**src/rtl/pipe_pkg.sv**
```systemverilog
// Shared types and constants for the pipeline hazard/stall controller.
package pipe_pkg;

  typedef enum logic [1:0] {
    RUN      = 2'd0,
    LU_STALL = 2'd1,
    MD_WAIT  = 2'd2,
    MEM_WAIT = 2'd3
  } ctrl_state_e;

  localparam logic [31:0] NOP_INSTR  = 32'h00000013;
  localparam logic [5:0]  MD_TIMEOUT = 6'd63;

  // Counter increment that sticks at all-ones instead of wrapping.
  function automatic logic [31:0] satInc32(input logic [31:0] v);
    return (v == 32'hFFFFFFFF) ? v : v + 32'd1;
  endfunction

endpackage

```
**src/rtl/hazard_detect.sv**
```systemverilog
// Combinational load-use hazard check between the ID instruction and a load in EX.
module hazard_detect (
  input  logic       ex_mem_read_i,
  input  logic [4:0] ex_rd_i,
  input  logic [4:0] id_rs1_i,
  input  logic [4:0] id_rs2_i,
  input  logic       id_use_rs1_i,
  input  logic       id_use_rs2_i,
  output logic       load_use_o
);

  // x0 is hardwired to zero, so a load into it can never create a hazard.
  assign load_use_o = ex_mem_read_i && (ex_rd_i != 5'd0) &&
                      ((id_use_rs1_i && (id_rs1_i == ex_rd_i)) ||
                       (id_use_rs2_i && (id_rs2_i == ex_rd_i)));

endmodule

```
**src/rtl/pipeline_ctrl.sv**
```systemverilog
// Pipeline control FSM: load-use stalls, redirects, mul/div waits and memory freezes.
module pipeline_ctrl
  import pipe_pkg::*;
(
  input  logic        clk,
  input  logic        reset,
  input  logic [4:0]  id_rs1,
  input  logic [4:0]  id_rs2,
  input  logic        id_use_rs1,
  input  logic        id_use_rs2,
  input  logic [4:0]  ex_rd,
  input  logic        ex_mem_read,
  input  logic        ex_redirect,
  input  logic        ex_md_start,
  input  logic        md_done,
  input  logic        mem_busy,
  output logic        pc_write,
  output logic        if_id_stall,
  output logic        if_id_flush,
  output logic        id_ex_bubble,
  output logic        ex_hold,
  output logic        md_timeout,
  output logic [31:0] stall_cnt
);

  ctrl_state_e state_q, state_d;
  ctrl_state_e retState_q, retState_d;
  logic [5:0]  waitCnt_q, waitCnt_d;
  logic        mdTimeout_q, mdTimeout_d;
  logic [31:0] stallCnt_q;
  logic        loadUse;

  hazard_detect uHazard (
    .ex_mem_read_i (ex_mem_read),
    .ex_rd_i       (ex_rd),
    .id_rs1_i      (id_rs1),
    .id_rs2_i      (id_rs2),
    .id_use_rs1_i  (id_use_rs1),
    .id_use_rs2_i  (id_use_rs2),
    .load_use_o    (loadUse)
  );

  always_comb begin
    state_d      = state_q;
    retState_d   = retState_q;
    waitCnt_d    = waitCnt_q;
    mdTimeout_d  = 1'b0;
    pc_write     = 1'b1;
    if_id_stall  = 1'b0;
    if_id_flush  = 1'b0;
    id_ex_bubble = 1'b0;
    ex_hold      = 1'b0;

    case (state_q)
      RUN: begin
        if (mem_busy) begin
          pc_write   = 1'b0;
          ex_hold    = 1'b1;
          state_d    = MEM_WAIT;
          retState_d = RUN;
        end else if (ex_redirect) begin
          if_id_flush  = 1'b1;
          id_ex_bubble = 1'b1;
        end else if (ex_md_start) begin
          pc_write  = 1'b0;
          state_d   = MD_WAIT;
          waitCnt_d = 6'd0;
        end else if (loadUse) begin
          pc_write     = 1'b0;
          id_ex_bubble = 1'b1;
          state_d      = LU_STALL;
        end
      end
      LU_STALL: begin
        if (mem_busy) begin
          pc_write   = 1'b0;
          ex_hold    = 1'b1;
          state_d    = MEM_WAIT;
          retState_d = LU_STALL;
        end else begin
          state_d = RUN;
        end
      end
      MD_WAIT: begin
        pc_write = 1'b0;
        ex_hold  = 1'b1;
        // A memory freeze parks the wait with its count intact; md_done beats the limit.
        if (mem_busy) begin
          state_d    = MEM_WAIT;
          retState_d = MD_WAIT;
        end else if (md_done) begin
          state_d = RUN;
        end else if (waitCnt_q == MD_TIMEOUT) begin
          state_d     = RUN;
          mdTimeout_d = 1'b1;
        end else begin
          waitCnt_d = waitCnt_q + 6'd1;
        end
      end
      MEM_WAIT: begin
        pc_write = 1'b0;
        ex_hold  = 1'b1;
        if (!mem_busy) begin
          state_d = retState_q;
        end
      end
      default: begin
        state_d = RUN;
      end
    endcase

    if (reset) begin
      pc_write     = 1'b0;
      if_id_stall  = 1'b0;
      if_id_flush  = 1'b1;
      id_ex_bubble = 1'b1;
      ex_hold      = 1'b0;
    end
  end

  always_ff @(posedge clk) begin
    if (reset) begin
      state_q     <= RUN;
      retState_q  <= RUN;
      waitCnt_q   <= 6'd0;
      mdTimeout_q <= 1'b0;
      stallCnt_q  <= 32'd0;
    end else begin
      state_q     <= state_d;
      retState_q  <= retState_d;
      waitCnt_q   <= waitCnt_d;
      mdTimeout_q <= mdTimeout_d;
      stallCnt_q  <= pc_write ? stallCnt_q : satInc32(stallCnt_q);
    end
  end

  assign md_timeout = mdTimeout_q;
  assign stall_cnt  = stallCnt_q;

endmodule

```
**config.mk**
```make
export PLATFORM = sky130hd
export DESIGN_NAME = pipeline_ctrl
export DESIGN_NICKNAME = d
export VERILOG_FILES = /design/src/rtl/pipe_pkg.sv /design/src/rtl/hazard_detect.sv /design/src/rtl/pipeline_ctrl.sv
export SDC_FILE = /design/constraint.sdc
export NUM_CORES = 1
export LEC_CHECK = 0
export BUFFER_PORTS_ARGS = -buffer_cell sky130_fd_sc_hd__buf_2
export CORE_MARGIN = 2
export CORE_UTILIZATION = 30
export CTS_BUF_LIST = sky130_fd_sc_hd__clkbuf_4 sky130_fd_sc_hd__clkbuf_8
export DETAILED_ROUTE_END_ITERATION = 7
export SYNTH_ARGS = -nofsm -noshare
export SYNTH_HDL_FRONTEND = slang
export SYNTH_SLANG_ARGS = --single-unit
```
**constraint.sdc**
```tcl
create_clock -name clk -period 2.3 [get_ports clk]
set_input_delay 0.345 -clock clk [delete_from_list [all_inputs] [get_ports clk]]
set_output_delay 0.345 -clock clk [all_outputs]
set_load 0.02 [all_outputs]
```
==> Word-level counts from Yosys, hierarchy flattened <==
Index checks and enable logic that the tools add are counted.
{ "word_totals": {"elab_cells": 88, "register_bits": 43, "input_bits": 24, "out_inout_bits": 38} }
{ "op_classes": {"n_reduce_logical": 16, "add_sub_neg": 2, "bitwise_logic": 3, "muxes": 42, "n_eq_ne": 20} }
{ "op_table": {"columns": ["op", "n"], "rows": [
  ["two-way mux 6 bit", 6],
  ["adder 32 x 1 -> 32 bit (second input constant)", 1],
  ["== test 32 bit (second input constant)", 1],
  ["two-way mux 2 bit", 12],
  ["!= test 2 bit (second input constant)", 10],
  ["two-way mux 1 bit", 19],
  ["one-hot mux 6 bit (2 select lines)", 1],
  ["== test 5 bit", 2],
  ["!= test 4 bit (second input constant)", 2],
  ["one-hot mux 2 bit (4 select lines)", 1],
  ["AND reduction 4 bit", 2],
  ["AND reduction 7 bit", 1],
  ["adder 6 x 1 -> 6 bit (second input constant)", 1],
  ["== test 6 bit (second input constant)", 1],
  ["one-hot mux 2 bit (3 select lines)", 1],
  ["nonzero test 5 bit", 1],
  ["== test 2 bit (second input constant)", 2],
  ["logical AND 1 bit", 4],
  ["OR reduction 2 bit", 2],
  ["OR reduction 4 bit", 1],
  ["!= test 3 bit (second input constant)", 1],
  ["inverter 1 bit", 3],
  ["one-hot mux 1 bit (3 select lines)", 1],
  ["nonzero test 3 bit", 1],
  ["other kinds (6)", 6]
]} }

==> Logic depth before layout (Yosys ltp) <==
{ "logic_depth": {"word_depth": 12, "mapped_depth": 9, "ltp_nobuf": 8} }

==> By module <==
Synthesis repeated with hierarchy kept, for this count alone.
{ "unflattened": {"hier_cells": 302, "area_unflattened_um2": 2528.7} }
{ "modules_own_cells": {"columns": ["module", "area_per_inst_um2", "seq_area_each_um2", "instances", "cells_per_inst"], "rows": [
  ["pipeline_ctrl", 2394.8, 860.8, 1, 285],
  ["hazard_detect", 133.9, 0.0, 1, 17]
]} }

==> Worst setup path before layout <==
Ideal clock, no wire load.
{ "synth_path": {"path_kind": "reg2reg", "startpoint": "register stallCnt_q[13], in the netlist stall_cnt[13]", "endpoint": "register stallCnt_q[20], in the netlist stall_cnt[20]", "n_path_buf": 1, "path_stages_with_launch": 9, "required_ps": 2172, "t_arrival_ps": 2173, "setup_time_ps": 128, "synth_period_minus_slack_ps": 2300, "path_slack_ps": 0, "path_cell_list": "dfxtp_1 > and4_1 > nand4_1 > or3_4 > nor3_4 > buf_6 > nor4_1 > xnor2_1 > nor2_1"} }
{ "synth_via": {"elab_chain_cells": 3, "word_cells_on_any_way": 4, "classes_between": "add/sub: 1; eq/ne: 1; bitwise: 1; reduce/logical: 1"} }
{ "synth_lines": {"columns": ["element", "line", "rtl"], "rows": [
  ["start, declared", "pipeline_ctrl.sv:30", "logic [31:0] stallCnt_q;"],
  ["start signal, assigned", "pipeline_ctrl.sv:133", "stallCnt_q <= pc_write ? stallCnt_q : satInc32(stallCnt_q);"],
  ["branches (longest 3 deep; another with adder 32 x 1 -> 32 bit)", null, null]
]} }
Several ways; the timed one is not identified.
A chain may end at the register's enable or synchronous reset.

==> Worst setup path after layout <==
{ "layout_path": {"startpoint": "register state_q[1]", "endpoint": "output port pc_write"} }
{ "layout_via": {"elab_chain_cells": 4, "word_cells_on_any_way": 7, "classes_between": "eq/ne: 3; mux: 2; reduce/logical: 2"} }
{ "layout_lines": {"columns": ["element", "line", "rtl"], "rows": [
  ["start, declared", "pipeline_ctrl.sv:26", "ctrl_state_e state_q, state_d;"],
  ["start signal, assigned", "pipeline_ctrl.sv:129", "state_q <= state_d;"],
  ["== test 2 bit", "pipeline_ctrl.sv:54", "case (state_q)"],
  ["OR reduction 2 bit (no source line)", null, null],
  ["one-hot mux 1 bit (3 select lines) (*)", "pipeline_ctrl.sv:54", null],
  ["two-way mux 1 bit (*)", "pipeline_ctrl.sv:112", "if (reset) begin"],
  ["end, declared", "pipeline_ctrl.sv:17", "output logic pc_write,"]
]} }
Every way passes the cells marked *; elsewhere a longest branch is shown, timed or not.

==> flow_summary.toml <==
[synth]
yosysSeqAreaShare_pct = 35.5
synth-adder-area-share_pct = 4.13
synth_top_family_by_area = "simple AND/OR/NAND/NOR gates"
muxShareOfSynthArea_pct = 1.65
synth_area_um2 = 2420
synthSimpleGateAreaFrac_pct = 31.4
yosysWarnings = 0
synth_nets = 318
async_flop_share_pct = 0
ys_ff_latch = 43
synth_edf_count = 0
synth_compound_area_share_pct = 7.33
syn_avg_cell_area_um2 = 8.47
synthFlopType = "dfxtp_1"
synth.distinct_cells = 48
netlist_instances = 286
synth-xor-area-share_pct = 15.5

[global_routing]
gr-total-overflow = 0
grtUsageMet3_pct = 2.57
grt_usage_pct = 13.4
met2_usage_pct = 22.7
antenna_found_initial = 0
busiest_layer = "met2"
grtUsageMet1_pct = 17.4
grt_max_degree = 41
grt_pass1_vias = 2116
grt_pass1_wl_um = 9590

[layout]
nFillCells = 816
nets = 396
multi_input_area_um2 = 1480
register_area_um2 = 862
final_cell_mix = "buf_2 (60), nor2_1 (47), dfxtp_1 (42)"
final_layout_size_suffix_gt1_share_pct = 29.3
final_common_cell = "buf_2"
syn2layout_area_growth_pct = 28.6
diodes = 0

[clock_network]
cts-root-buf = "clkbuf_8"
path_clk_slew_ps = 80
numCtsBuffers = 5
clk_path_buf_depth = 2
clkSinkCount = 43
htreeDepth = 2
clk_latency_ps = 300
cts_tree = "built"

[sta]
final_max_slew_viol_count = 0
period_share_pct = 95.1
fin_hold_ws_ps = 358
clock-skew-final_ps = 11.2
max_freq_ghz = 0.457
setup_viol = 0
rsz0062_at_grt = "no"
fin_ws_ps = 112
period_needed_ps = 2190
hold_viol = 0

[worst_hold_path]
hold_path.class = "input pin to flip-flop"

[power_and_ir_drop]
power_w = 0.00225
pwr_density_cell_nw_per_um2 = 723
power_frac_seq_pct = 37.7
ir_worst_vdd_uv = 293
p_clk_share_pct = 31.5
p_leak_nw = 1.27
switching_share_pct = 31.3
pwr-share-comb_pct = 30.8
p_switching_w = 0.000705
power.internal_w = 0.00155

[worst_setup_path]
worst_ep_required_time_ps = 1960
path_class = "flip-flop to output pin"
crit_path_end_kind = "output pin"
start_kind = "flip-flop"
path_max_fanout = 25
arrival_ps = 1840

[drt]
vias = 2221
wirelength_um = 5830
wire_per_inst_um = 12.5
vias_per_cell = 4.76
drt_iter0_markers = 86
drt_pass1_iterations = 4
drc = 0
ant_nets = 0

[die]
die_w_um = 93.9
core_um2 = 7770
die_h_um = 93.9
dieArea_um2 = 8810
initial_core_util_pct = 31.2
rows = 32
ios = 62

[placement]
place_ws_ps = -128
dp_hpwl_um = 4400
io_buffers = 60
gp_congestion = 0.838

[status]
status = "finished clean"

[job]
drv_cap = 0
[final timing paths]
check / startpoint / to / slack [ps] / cells past startpoint
worst min-delay path: md_done / md_timeout / 360 / 3
worst min register to register: retState_q[0] / retState_q[0] / 520 / 2
worst max register to register: stall_cnt[15] / stall_cnt[27] / 140 / 8
worst max-delay path: state_q[1] / pc_write / 110 / 7
[synth_stat cells, types with 5 or more instances]
master | instances | area share [%]
nand4_1 | 8 | 2.1
nand2_1 | 17 | 2.6
clkbuf_1 | 5 | 0.77
nand3_1 | 11 | 2.3
nor3_1 | 17 | 3.5
inv_1 | 6 | 0.93
xnor2_1 | 31 | 11
a21oi_1 | 6 | 1.2
xor2_1 | 12 | 4.3
ha_1 | 8 | 4.1
dfxtp_1 | 43 | 36
nand2b_1 | 5 | 1.3
nor4_1 | 13 | 3.4
nor2_1 | 47 | 7.3
o21ai_0 | 5 | 1.0
[flip-flops by register name, indices dropped and copies added, names as in the netlist]
| name | count |
|---|---|
| stall_cnt | 32 |
| retState_q | 2 |
| waitCnt_q | 6 |
| state_q | 2 |
| md_timeout | 1 |
[logic make-up after synthesis]
| group | after synthesis |
|---|---|
| other | 1 |
| muxes | 4 |
| AOI/OAI and AO/OA | 26 |
| and+or+nand+nor | 143 |
| DFF | 43 |
| xor gates and xnor gates | 43 |
| buffers and inverters | 18 |
| adders and majority gates | 8 |
[worst max-delay path, cell delays in order (launching register included)]
cell and delay [ps]:
dfxtp_1 370, inv_1 120, ha_1 230, mux2i_1 140
nor3_2 120, o31a_1 200, buf_12 180, buf_2 190
[power groups by stage]
stage	logic (W)	registers (W)	clock network (W)
after global routing	0.000780	0.000854	0.000753
after CTS	0.000693	0.000848	0.000728
final	0.000693	0.000849	0.000710
after floorplan	0.000488	0.000871	0
after global placement	0.000683	0.000862	0
after detailed placement	0.000689	0.000863	0
[through the flow]
step,instances,instance area [um2],TNS (ps),utilization (%)
6_report,467,3120,0,40.1
4_1_cts,464,3070,0,39.5
5_1_grt,467,3120,0,40.1
2_1_floorplan,286,2420,0,-
3_5_place_dp,456,2930,-167,37.8
3_3_place_gp,456,2930,-90.1,37.8
[what timing repair did]
action                     in CTS  in global routing
setup endpoints to repair       1                 31
hold buffers                    0                  0
cloned                          0                  0
resized for setup               1                  5
pin swaps                       0                  1
buffers inserted                0                  3
[metal layers]
layer / part of all wire [%] / wire length [um] / up-vias
met1: 47 / 2750 / 1015
li1: - / - / 1147
met2: 47 / 2760 / 54
met5: 0 / 0 / -
met3: 4.8 / 279 / 5
met4: 0.77 / 45 / 0
[area by class of cell]
| type | instances | share of cell area (%) |
|---|---|---|
| clock buffer | 6 | 2.45 |
| clock inverter | 2 | 1.93 |
| inverter | 6 | 0.723 |
| multi-input combinational | 225 | 47.6 |
| sequential | 43 | 27.7 |
| tap | 102 | 4.10 |
| timing repair buffer | 83 | 15.6 |
(Power assumes the default switching activity.)
